`src/rtl/note_judge_pkg.sv`:
```
// Shared types and constants for the note judge: game state encoding,
// the saturating BCD score ceiling and the lane bit positions.
package note_judge_pkg;

   typedef enum logic [1:0] {
      IDLE = 2'd0,
      PLAY = 2'd1,
      OVER = 2'd2
   } state_e;

   localparam logic [15:0] BCD_MAX = 16'h9999;

   localparam int LANE1 = 1;
   localparam int LANE2 = 0;

endpackage

```
`src/rtl/btn_sync_edge.sv`:
```
// Per-lane button conditioner: SYNC_STAGES-deep synchroniser followed by a
// registered rising-edge detect, so a held button yields a single pulse.
module btn_sync_edge #(
   parameter int SYNC_STAGES = 2
) (
   input  logic clk,
   input  logic n_rst,
   input  logic btn_i,
   output logic rise_o
);

   logic [SYNC_STAGES-1:0] sync_q;
   logic                   prev_q;
   logic                   rise_q;

   // Synchroniser chain, previous-level flop and registered rise pulse.
   always_ff @(posedge clk or negedge n_rst) begin
      if (!n_rst) begin
         sync_q <= {SYNC_STAGES{1'b0}};
         prev_q <= 1'b0;
         rise_q <= 1'b0;
      end else begin
         sync_q <= {sync_q[SYNC_STAGES-2:0], btn_i};
         prev_q <= sync_q[SYNC_STAGES-1];
         rise_q <= sync_q[SYNC_STAGES-1] & ~prev_q;
      end
   end

   assign rise_o = rise_q;

endmodule

```
`src/rtl/note_judge.sv`:
```
// Note judge: judges each scrolled note as hit/miss/wrong and keeps BCD score,
// combo, lives and the IDLE/PLAY/OVER state. Optional macro: COMBO_BONUS_EN.
module note_judge
   import note_judge_pkg::*;
#(
   parameter int LIVES_INIT   = 3,
   parameter int SYNC_STAGES  = 2,
   parameter int COMBO_W      = 8,
   parameter int BONUS_THRESH = 8
) (
   input  logic               clk,
   input  logic               n_rst,
   input  logic               scroll,
   input  logic [1:0]         lane_bot,
   input  logic [1:0]         btn,
   input  logic               start,
   output logic [15:0]        score,
   output logic [COMBO_W-1:0] combo,
   output logic [1:0]         lives,
   output logic [1:0]         hit,
   output logic [1:0]         miss,
   output logic [1:0]         wrong,
   output logic               game_over
);

   state_e             state_q, state_d;
   logic [15:0]        score_q, score_d;
   logic [COMBO_W-1:0] combo_q, combo_d, combo_base_s;
   logic [1:0]         lives_q, lives_d, armed_q, armed_d;
   logic [1:0]         hit_q, hit_d, miss_q, miss_d, wrong_q, wrong_d;
   logic               scroll_d_q;
   logic [1:0]         rise_s, eff_s, hit_s, miss_s, wrong_s;
   logic [1:0]         hit_cnt_s, miss_cnt_s, lives_dec_s;
   logic               bonus_s;
   logic [2:0]         add_s;
   logic [COMBO_W:0]   combo_sum_s;

   // Digit-serial BCD add of a small increment; any carry out of digit 3 pins at 9999.
   function automatic logic [15:0] bcd_add_sat(input logic [15:0] a, input logic [2:0] inc);
      logic [15:0] r;
      logic [4:0]  d;
      logic [2:0]  c;
      r = 16'h0000;
      c = inc;
      for (int i = 0; i < 4; i++) begin
         d = {1'b0, a[i*4 +: 4]} + {2'b00, c};
         if (d > 5'd9) begin
            r[i*4 +: 4] = 4'(d - 5'd10);
            c = 3'd1;
         end else begin
            r[i*4 +: 4] = d[3:0];
            c = 3'd0;
         end
      end
      return (c != 3'd0) ? BCD_MAX : r;
   endfunction

   btn_sync_edge #(.SYNC_STAGES(SYNC_STAGES)) u_sync_l1 (
      .clk(clk), .n_rst(n_rst), .btn_i(btn[LANE1]), .rise_o(rise_s[LANE1])
   );
   btn_sync_edge #(.SYNC_STAGES(SYNC_STAGES)) u_sync_l2 (
      .clk(clk), .n_rst(n_rst), .btn_i(btn[LANE2]), .rise_o(rise_s[LANE2])
   );

   // In the scroll_d cycle the freshly loaded row is already judgeable.
   assign eff_s   = scroll_d_q ? lane_bot : armed_q;
   assign hit_s   = rise_s & eff_s;
   assign wrong_s = rise_s & ~eff_s;
   assign miss_s  = {2{scroll_d_q}} & armed_q;

   assign hit_cnt_s   = {1'b0, hit_s[LANE1]} + {1'b0, hit_s[LANE2]};
   assign miss_cnt_s  = {1'b0, miss_s[LANE1]} + {1'b0, miss_s[LANE2]};
   assign lives_dec_s = (lives_q > miss_cnt_s) ? (lives_q - miss_cnt_s) : 2'd0;

   // Any miss or wrong clears the combo before this cycle's hits are added.
   assign combo_base_s = ((|miss_s) || (|wrong_s)) ? {COMBO_W{1'b0}} : combo_q;
   assign combo_sum_s  = {1'b0, combo_base_s} + {{(COMBO_W-1){1'b0}}, hit_cnt_s};
`ifdef COMBO_BONUS_EN
   assign bonus_s = (combo_base_s >= COMBO_W'(BONUS_THRESH));
`else
   assign bonus_s = 1'b0;
`endif
   assign add_s = {1'b0, hit_cnt_s} << bonus_s;

   // Next-state and judgment logic; start reloads the game from any state.
   always_comb begin
      state_d = state_q;
      score_d = score_q;
      combo_d = combo_q;
      lives_d = lives_q;
      armed_d = armed_q;
      hit_d   = 2'b00;
      miss_d  = 2'b00;
      wrong_d = 2'b00;
      if (start) begin
         state_d = PLAY;
         score_d = 16'h0000;
         combo_d = {COMBO_W{1'b0}};
         lives_d = 2'(LIVES_INIT);
         armed_d = 2'b00;
      end else begin
         case (state_q)
            PLAY: begin
               hit_d   = hit_s;
               miss_d  = miss_s;
               wrong_d = wrong_s;
               armed_d = eff_s & ~hit_s;
               score_d = bcd_add_sat(score_q, add_s);
               combo_d = combo_sum_s[COMBO_W] ? {COMBO_W{1'b1}} : combo_sum_s[COMBO_W-1:0];
               lives_d = lives_dec_s;
               state_d = (lives_dec_s == 2'd0) ? OVER : PLAY;
            end
            IDLE, OVER: state_d = state_q;
            default:    state_d = IDLE;
         endcase
      end
   end

   // State, datapath and registered judgment outputs.
   always_ff @(posedge clk or negedge n_rst) begin
      if (!n_rst) begin
         state_q    <= IDLE;
         score_q    <= 16'h0000;
         combo_q    <= {COMBO_W{1'b0}};
         lives_q    <= 2'd0;
         armed_q    <= 2'b00;
         hit_q      <= 2'b00;
         miss_q     <= 2'b00;
         wrong_q    <= 2'b00;
         scroll_d_q <= 1'b0;
      end else begin
         state_q    <= state_d;
         score_q    <= score_d;
         combo_q    <= combo_d;
         lives_q    <= lives_d;
         armed_q    <= armed_d;
         hit_q      <= hit_d;
         miss_q     <= miss_d;
         wrong_q    <= wrong_d;
         scroll_d_q <= scroll;
      end
   end

   assign score     = score_q;
   assign combo     = combo_q;
   assign lives     = lives_q;
   assign hit       = hit_q;
   assign miss      = miss_q;
   assign wrong     = wrong_q;
   assign game_over = (state_q == OVER);

endmodule
```
`config.mk`:
```
export PLATFORM = sky130hd
export DESIGN_NAME = note_judge
export DESIGN_NICKNAME = d
export VERILOG_FILES = /design/src/rtl/note_judge_pkg.sv /design/src/rtl/btn_sync_edge.sv /design/src/rtl/note_judge.sv
export SDC_FILE = /design/constraint.sdc
export NUM_CORES = 1
export LEC_CHECK = 0
export BUFFER_PORTS_ARGS = -buffer_cell sky130_fd_sc_hd__buf_2
export CAP_MARGIN = 20
export CORE_MARGIN = 10
export CORE_UTILIZATION = 40
export CTS_BUF_LIST = sky130_fd_sc_hd__clkbuf_8
export DETAILED_ROUTE_END_ITERATION = 12
export HOLD_SLACK_MARGIN = 0.15
export PLACE_DENSITY = 0.56
export SLEW_MARGIN = 20
export SYNTH_ARGS = -nofsm -noshare
export SYNTH_HDL_FRONTEND = slang
export SYNTH_HIERARCHICAL = 1
export SYNTH_SLANG_ARGS = --single-unit
```
`constraint.sdc`:
```
create_clock -name clk -period 11.2 [get_ports clk]
set_input_delay 0.56 -clock clk [delete_from_list [all_inputs] [get_ports clk]]
set_output_delay 0.56 -clock clk [all_outputs]
set_load 0.02 [all_outputs]
```
**After elaboration in Yosys (flattened, before gate mapping)**

Index checks and enable logic that the tools add are counted.

- Register bits after elaboration: 45
- Output and inout bits: 33
- Input bits: 8

- Equality and inequality tests: 3
- Bitwise gates (word level): 10
- Magnitude comparators: 5
- Add/sub/neg operators: 12
- Reductions and logical operators: 8
- Mux-type cells: 38

Operators with widths:

| operator | number |
|---|---|
| $mux W16 | 3 |
| $mux W8 | 4 |
| $mux W2 | 14 |
| $mux W3 | 8 |
| $gt A5 B4 Y1 const B | 4 |
| $mux W4 | 4 |
| $sub A4 B4 Y4 const B | 4 |
| $add A4 B3 Y5 | 3 |
| $add A8 B2 Y9 | 1 |
| $and A2 B2 Y2 | 4 |
| $reduce_or A2 Y1 | 3 |
| $add A4 B2 Y5 | 1 |
| $add A1 B1 Y2 | 2 |
| $logic_not A2 Y1 | 2 |
| $mux W1 | 4 |
| $not A2 Y2 | 2 |
| $pmux W2 S2 | 1 |
| $reduce_bool A3 Y1 | 1 |
| $and A1 B1 Y1 | 2 |
| $eq A2 B1 Y1 const B | 1 |
| $eq A2 B2 Y1 const B | 1 |
| $gt A2 B2 Y1 | 1 |
| $ne A2 B2 Y1 const B | 1 |
| $not A1 Y1 | 2 |
| other kinds (3) | 3 |

**Depth between registers and ports, before layout**

- Depth after elaboration: 27
- Gate-level depth with buffers: 33
- Mapped depth without buffers: 31

**Hierarchy**

Netlist, hierarchy kept.

Modules (own cells, without submodules):

| module | times used | area each (µm²) | cells each |
|---|---|---|---|
| note_judge | 1 | 2582.5 | 301 |
| btn_sync_edge | 2 | 113.9 | 5 |

**Least setup slack after synthesis**

Ideal clock, no wire load.

- Path kind: input port to flip-flop
- From: in lane_bot[0]
- To: reg score_q[10] (netlist: score[10])
- Stages on the path: 29
- Data arrival time: 6060 ps
- Setup slack: 5075 ps
- Buffers on the path: 3
- Required time: 11134 ps
- Setup time: 66 ps
- Cell sequence: mux2_2 nand2_1 inv_1 ha_1 ha_1 ha_1 clkbuf_1 nor4_1 nor3_2 ha_1 ha_1 inv_1 a21oi_1 o22ai_1 a21oi_1 ha_1 ha_1 clkbuf_1 nand3b_1 o22ai_1 a21oi_1 ha_1 ha_1 o21ai_0 a22oi_2 or2_1 clkbuf_1 o32ai_1 a22o_1

- Word-level cells in the longest chain between the ends: 27

Ends and longest elaborated chain:

| what | RTL line | source |
|---|---|---|
| start: declaration | note_judge.sv:14 | `input logic [1:0] lane_bot,` |
| $mux W2 * | note_judge.sv:66 | `assign eff_s = scroll_d_q ? lane_bot : armed_q;` |
| $and A2 B2 Y2 * | note_judge.sv:67 | `assign hit_s = rise_s & eff_s;` |
| $add A1 B1 Y2 * | note_judge.sv:71 | `assign hit_cnt_s = {1'b0, hit_s[LANE1]} + {1'b0, hit_s[LANE2]};` |
| $add A4 B2 Y5 * | note_judge.sv:46 | `d = {1'b0, a[i*4 +: 4]} + {2'b00, c};` |
| $gt A5 B4 Y1 * | note_judge.sv:47 | `if (d > 5'd9) begin` |
| $mux W1 * | note_judge.sv:47 |  |
| $mux W3 * | note_judge.sv:102 | `case (state_q)` |
| $mux W3 * | note_judge.sv:95 | `if (start) begin` |
| (+11 left out) | -- |  |
| $gt A5 B4 Y1 | note_judge.sv:47 |  |
| $mux W1 | note_judge.sv:47 |  |
| $mux W3 | note_judge.sv:102 |  |
| $mux W3 | note_judge.sv:95 |  |
| $reduce_bool A3 Y1 | note_judge.sv:55 | `return (c != 3'd0) ? BCD_MAX : r;` |
| $mux W16 * | note_judge.sv:55 |  |
| $mux W16 * | note_judge.sv:102 |  |
| $mux W16 * | note_judge.sv:95 |  |
| end signal: assignment | note_judge.sv:133 | `score_q <= score_d;` |
| end: declaration | note_judge.sv:27 | `logic [15:0] score_q, score_d;` |

Every way passes the cells marked *; elsewhere a longest branch is shown, timed or not. The select of a mux whose other input is x is not followed.
A chain may end at the register's enable or synchronous reset.

**Worst setup path in the final report**

- From: reg scroll_d_q
- To: reg score_q[6] (netlist: score[6])

- Word-level cells in the longest chain between the ends: 27

Ends and longest elaborated chain:

| what | RTL line | source |
|---|---|---|
| start: declaration | note_judge.sv:31 | `logic scroll_d_q;` |
| start signal: assignment | note_judge.sv:140 | `scroll_d_q <= scroll;` |
| $mux W2 * | note_judge.sv:66 |  |
| $and A2 B2 Y2 * | note_judge.sv:67 |  |
| $add A1 B1 Y2 * | note_judge.sv:71 |  |
| $add A4 B2 Y5 * | note_judge.sv:46 |  |
| $gt A5 B4 Y1 * | note_judge.sv:47 |  |
| $mux W1 * | note_judge.sv:47 |  |
| $mux W3 * | note_judge.sv:102 |  |
| $mux W3 * | note_judge.sv:95 |  |
| (+11 left out) | -- |  |
| $gt A5 B4 Y1 | note_judge.sv:47 |  |
| $mux W1 | note_judge.sv:47 |  |
| $mux W3 | note_judge.sv:102 |  |
| $mux W3 | note_judge.sv:95 |  |
| $reduce_bool A3 Y1 | note_judge.sv:55 |  |
| $mux W16 * | note_judge.sv:55 |  |
| $mux W16 * | note_judge.sv:102 |  |
| $mux W16 * | note_judge.sv:95 |  |

Marked as above.

==> impl_metrics.tcl <==
set metrics [dict create \
    status "complete, no violations" \
    grt_max_degree 46 \
    finalClockSkew_ns 0.007359 \
    yosys.cell_types.count 59 \
    hold_buffers 0 \
    fin_crit_ns 6.883 \
    cts_buffer_depth 2 \
    die_height_um 103.8 \
    first_pass_iters 5 \
    initial_core_util_pct 41.36 \
    numCtsBuffers 5 \
    final_cell_mix "45 x dfrtp_1, 40 x buf_2, 36 x nor2_1" \
    startpoint_type "register" \
    hold_viol 0 \
    grt_usage_pct 12.45 \
    clock_latency_ns 0.31 \
    drtIter0Drc 99 \
    ys_async_sr_fraction_pct 100.0 \
    route.detailed.drc 0 \
    slew_violations 0 \
    ctsResizeCount 0 \
    synth_top_cell_area_share_pct 40.07 \
    cts_tree "yes" \
    antenna_found_initial 0 \
    cp.required_ns 11.45 \
    viasPerCell 5.423 \
    core_region_area_um2 6794 \
    pin_count 41 \
    syn_area_um2 2810 \
    grt_pass1_vias 2370 \
    p_clk_share_pct 20.6 \
    p_int_mw 0.2904 \
    fp.dieW_um 103.8 \
    arrival_ns 7.13 \
    peakVddDrop_mv 0.08309 \
    fin_util_pct 46.24 \
    placed_cells 429 \
    max-slew-margin-rel_pct 35.00 \
    finalWeightedCongestion 0.8399 \
    rsz0062_at_grt "false" \
    crit_fanout 10 \
    yosysTopAreaCell "dfrtp_1" \
    die_area_um2 10780 \
    final_common_cell "dfrtp_1" \
    finalNetCount 367 \
    clkTransAtPathRegs_ns 0.09 \
    critPathSlowestCell "dfrtp_1" \
    fin_cells 437 \
    ys_top_cells_by_area "dfrtp_1 40%, ha_1 8.0%, nor2_1 4.8%" \
    p_sw_share_pct 40.66 \
    root_buffer "clkbuf_8" \
    cts_max_level 2 \
    setup_viol 0 \
    whs_ns 0.3200 \
    gr-total-overflow 0 \
    synth_seq_cells 45 \
    hold_class "in -> async" \
    worstMarginPinSlew_ns 0.9749 \
    period_share_pct 61.46 \
    ant_nets 0 \
    routed_wl_mm 6.742 \
    wire_per_inst_um 15.43 \
    tns_ns 0 \
    ys.flop_type "dfrtp_1" \
    dpl.hpwl_mm 4.700 \
    syn_area_per_cell_um2 9.036 \
    leakagePower_nw 1.491 \
    syn-instance-count 311 \
    grt_pass1_wl_mm 11.53 \
    drive_above_1_share_pct 18.18 \
    vias 2370 \
    max_cap_violations 0 \
    port_buffers 40 \
    yosys_warnings 6 \
    power_frac_comb_pct 36.3 \
    post_cts_buffers 0 \
    crit_top_cell "ha_1" \
    switching_power_mw 0.1990 \
    fp-row-count 30 \
    n_antenna_cell 0 \
    critPathKind "reg -> reg" \
    syn-num-nets 338 \
    ys_seq_area_share_pct 40.07 \
    max_freq_mhz 145.3 \
    power_density_nw_per_um2 155.8 \
    seqPwrFrac_pct 43.1 \
    crit_path_end_kind "register" \
    clock_sinks 45 \
    syn2layout_area_growth_pct 11.80 \
    cpPeakStageDelay_ns 0.59 \
    synth_edf_count 0 \
]
## metal layers
metal  vias to the layer above  global-route usage (%)  wire, um
li1                       1167                       -         -
met1                      1148                   15.58      3136
met2                        47                   20.54      3233
met3                         8                   3.532       299
met4                         0                   3.181        73
met5                         -                       0         0
## layout make-up
type	count	area (um^2)
repair buffers	42	215.2
fillers	682	3652
inverters	18	67.56
clock inverters	3	15.01
multi-input cells	228	1529
well taps	96	120.1
flip-flops and latches	45	1126
clock buffers	5	68.82
## path summary, 6_finish.rpt
kind,startpoint,end,slack [ns],cells after the start
setup / recovery,scroll_d_q$_DFF_PN0_,score[6]$_DFFE_PN0P_,4.32,30
hold / removal,n_rst,score[11]$_DFFE_PN0P_,0.32,2
setup reg to reg,scroll_d_q$_DFF_PN0_,score[6]$_DFFE_PN0P_,4.32,30
hold reg to reg,u_sync_l2/sync_q[0]$_DFF_PN0_,u_sync_l2/sync_q[1]$_DFF_PN0_,0.36,0
max in group asynchronous,n_rst,combo[3]$_DFFE_PN0P_,10.48,2
min in group clk,btn[0],u_sync_l2/sync_q[0]$_DFF_PN0_,0.36,1
## cells in the mapped netlist, types with 4 or more instances
library cell and instances:
xnor2_1 6, ha_1 18, inv_1 18, dfrtp_1 45, nor3_1 25, nand2_1 22, nand4_1 5, o21ai_1 4
a21oi_1 16, nor2_1 36, and2_1 4, nor4_1 5, nand2b_1 4, o21ai_0 12, a211oi_1 4, xor2_1 4
clkbuf_1 16, nor2b_1 4
## power by group through the flow
stage	clock network, mW	logic (mW)	registers (mW)
after floorplan	0	0.113	0.227
after global placement	0	0.179	0.214
after detailed placement	0	0.179	0.214
after CTS	0.105	0.180	0.211
after global routing	0.110	0.199	0.216
final	0.101	0.177	0.211
## critical path: cells and delay by family, from the launching register on
family,cells,cell delay [ns]
flops,1,0.59
simple gates,4,0.66
buf+inv,4,0.36
fa+ha+maj,9,2.34
mux,1,0.40
compound gates,12,2.46
## state kept, by name (all words and copies together) (netlist names), 2 cells and up
register	flops
armed_q	2
combo	8
hit	2
lives	2
miss	2
score	16
state_q	2
u_sync_l1/sync_q	2
u_sync_l2/sync_q	2
wrong	2
## per-stage QoR
stage               worst slack [ns]  instance area [um^2]  power, mW
global placement               4.463                  3058     0.3928
floorplan                      5.075                  2810     0.3394
global route                   3.661                  3142     0.5258
detailed placement             4.383                  3058     0.3937
finish                         4.317                  3142     0.4894
CTS                            4.332                  3142     0.4963
## logic make-up (layout without fill, tap and decap cells)
logic type      after synthesis  count (layout)  share of synthesized area, %
mux                           7               7                         2.894
compound gates               67              67                         16.61
simple gates                125             125                         23.06
flops                        45              45                         40.07
xor+xnor                     10              10                         3.117
fa+ha+maj                    19              19                         8.727
buf+inv                      38              68                         5.521
Power figures use the tool's default switching activity.
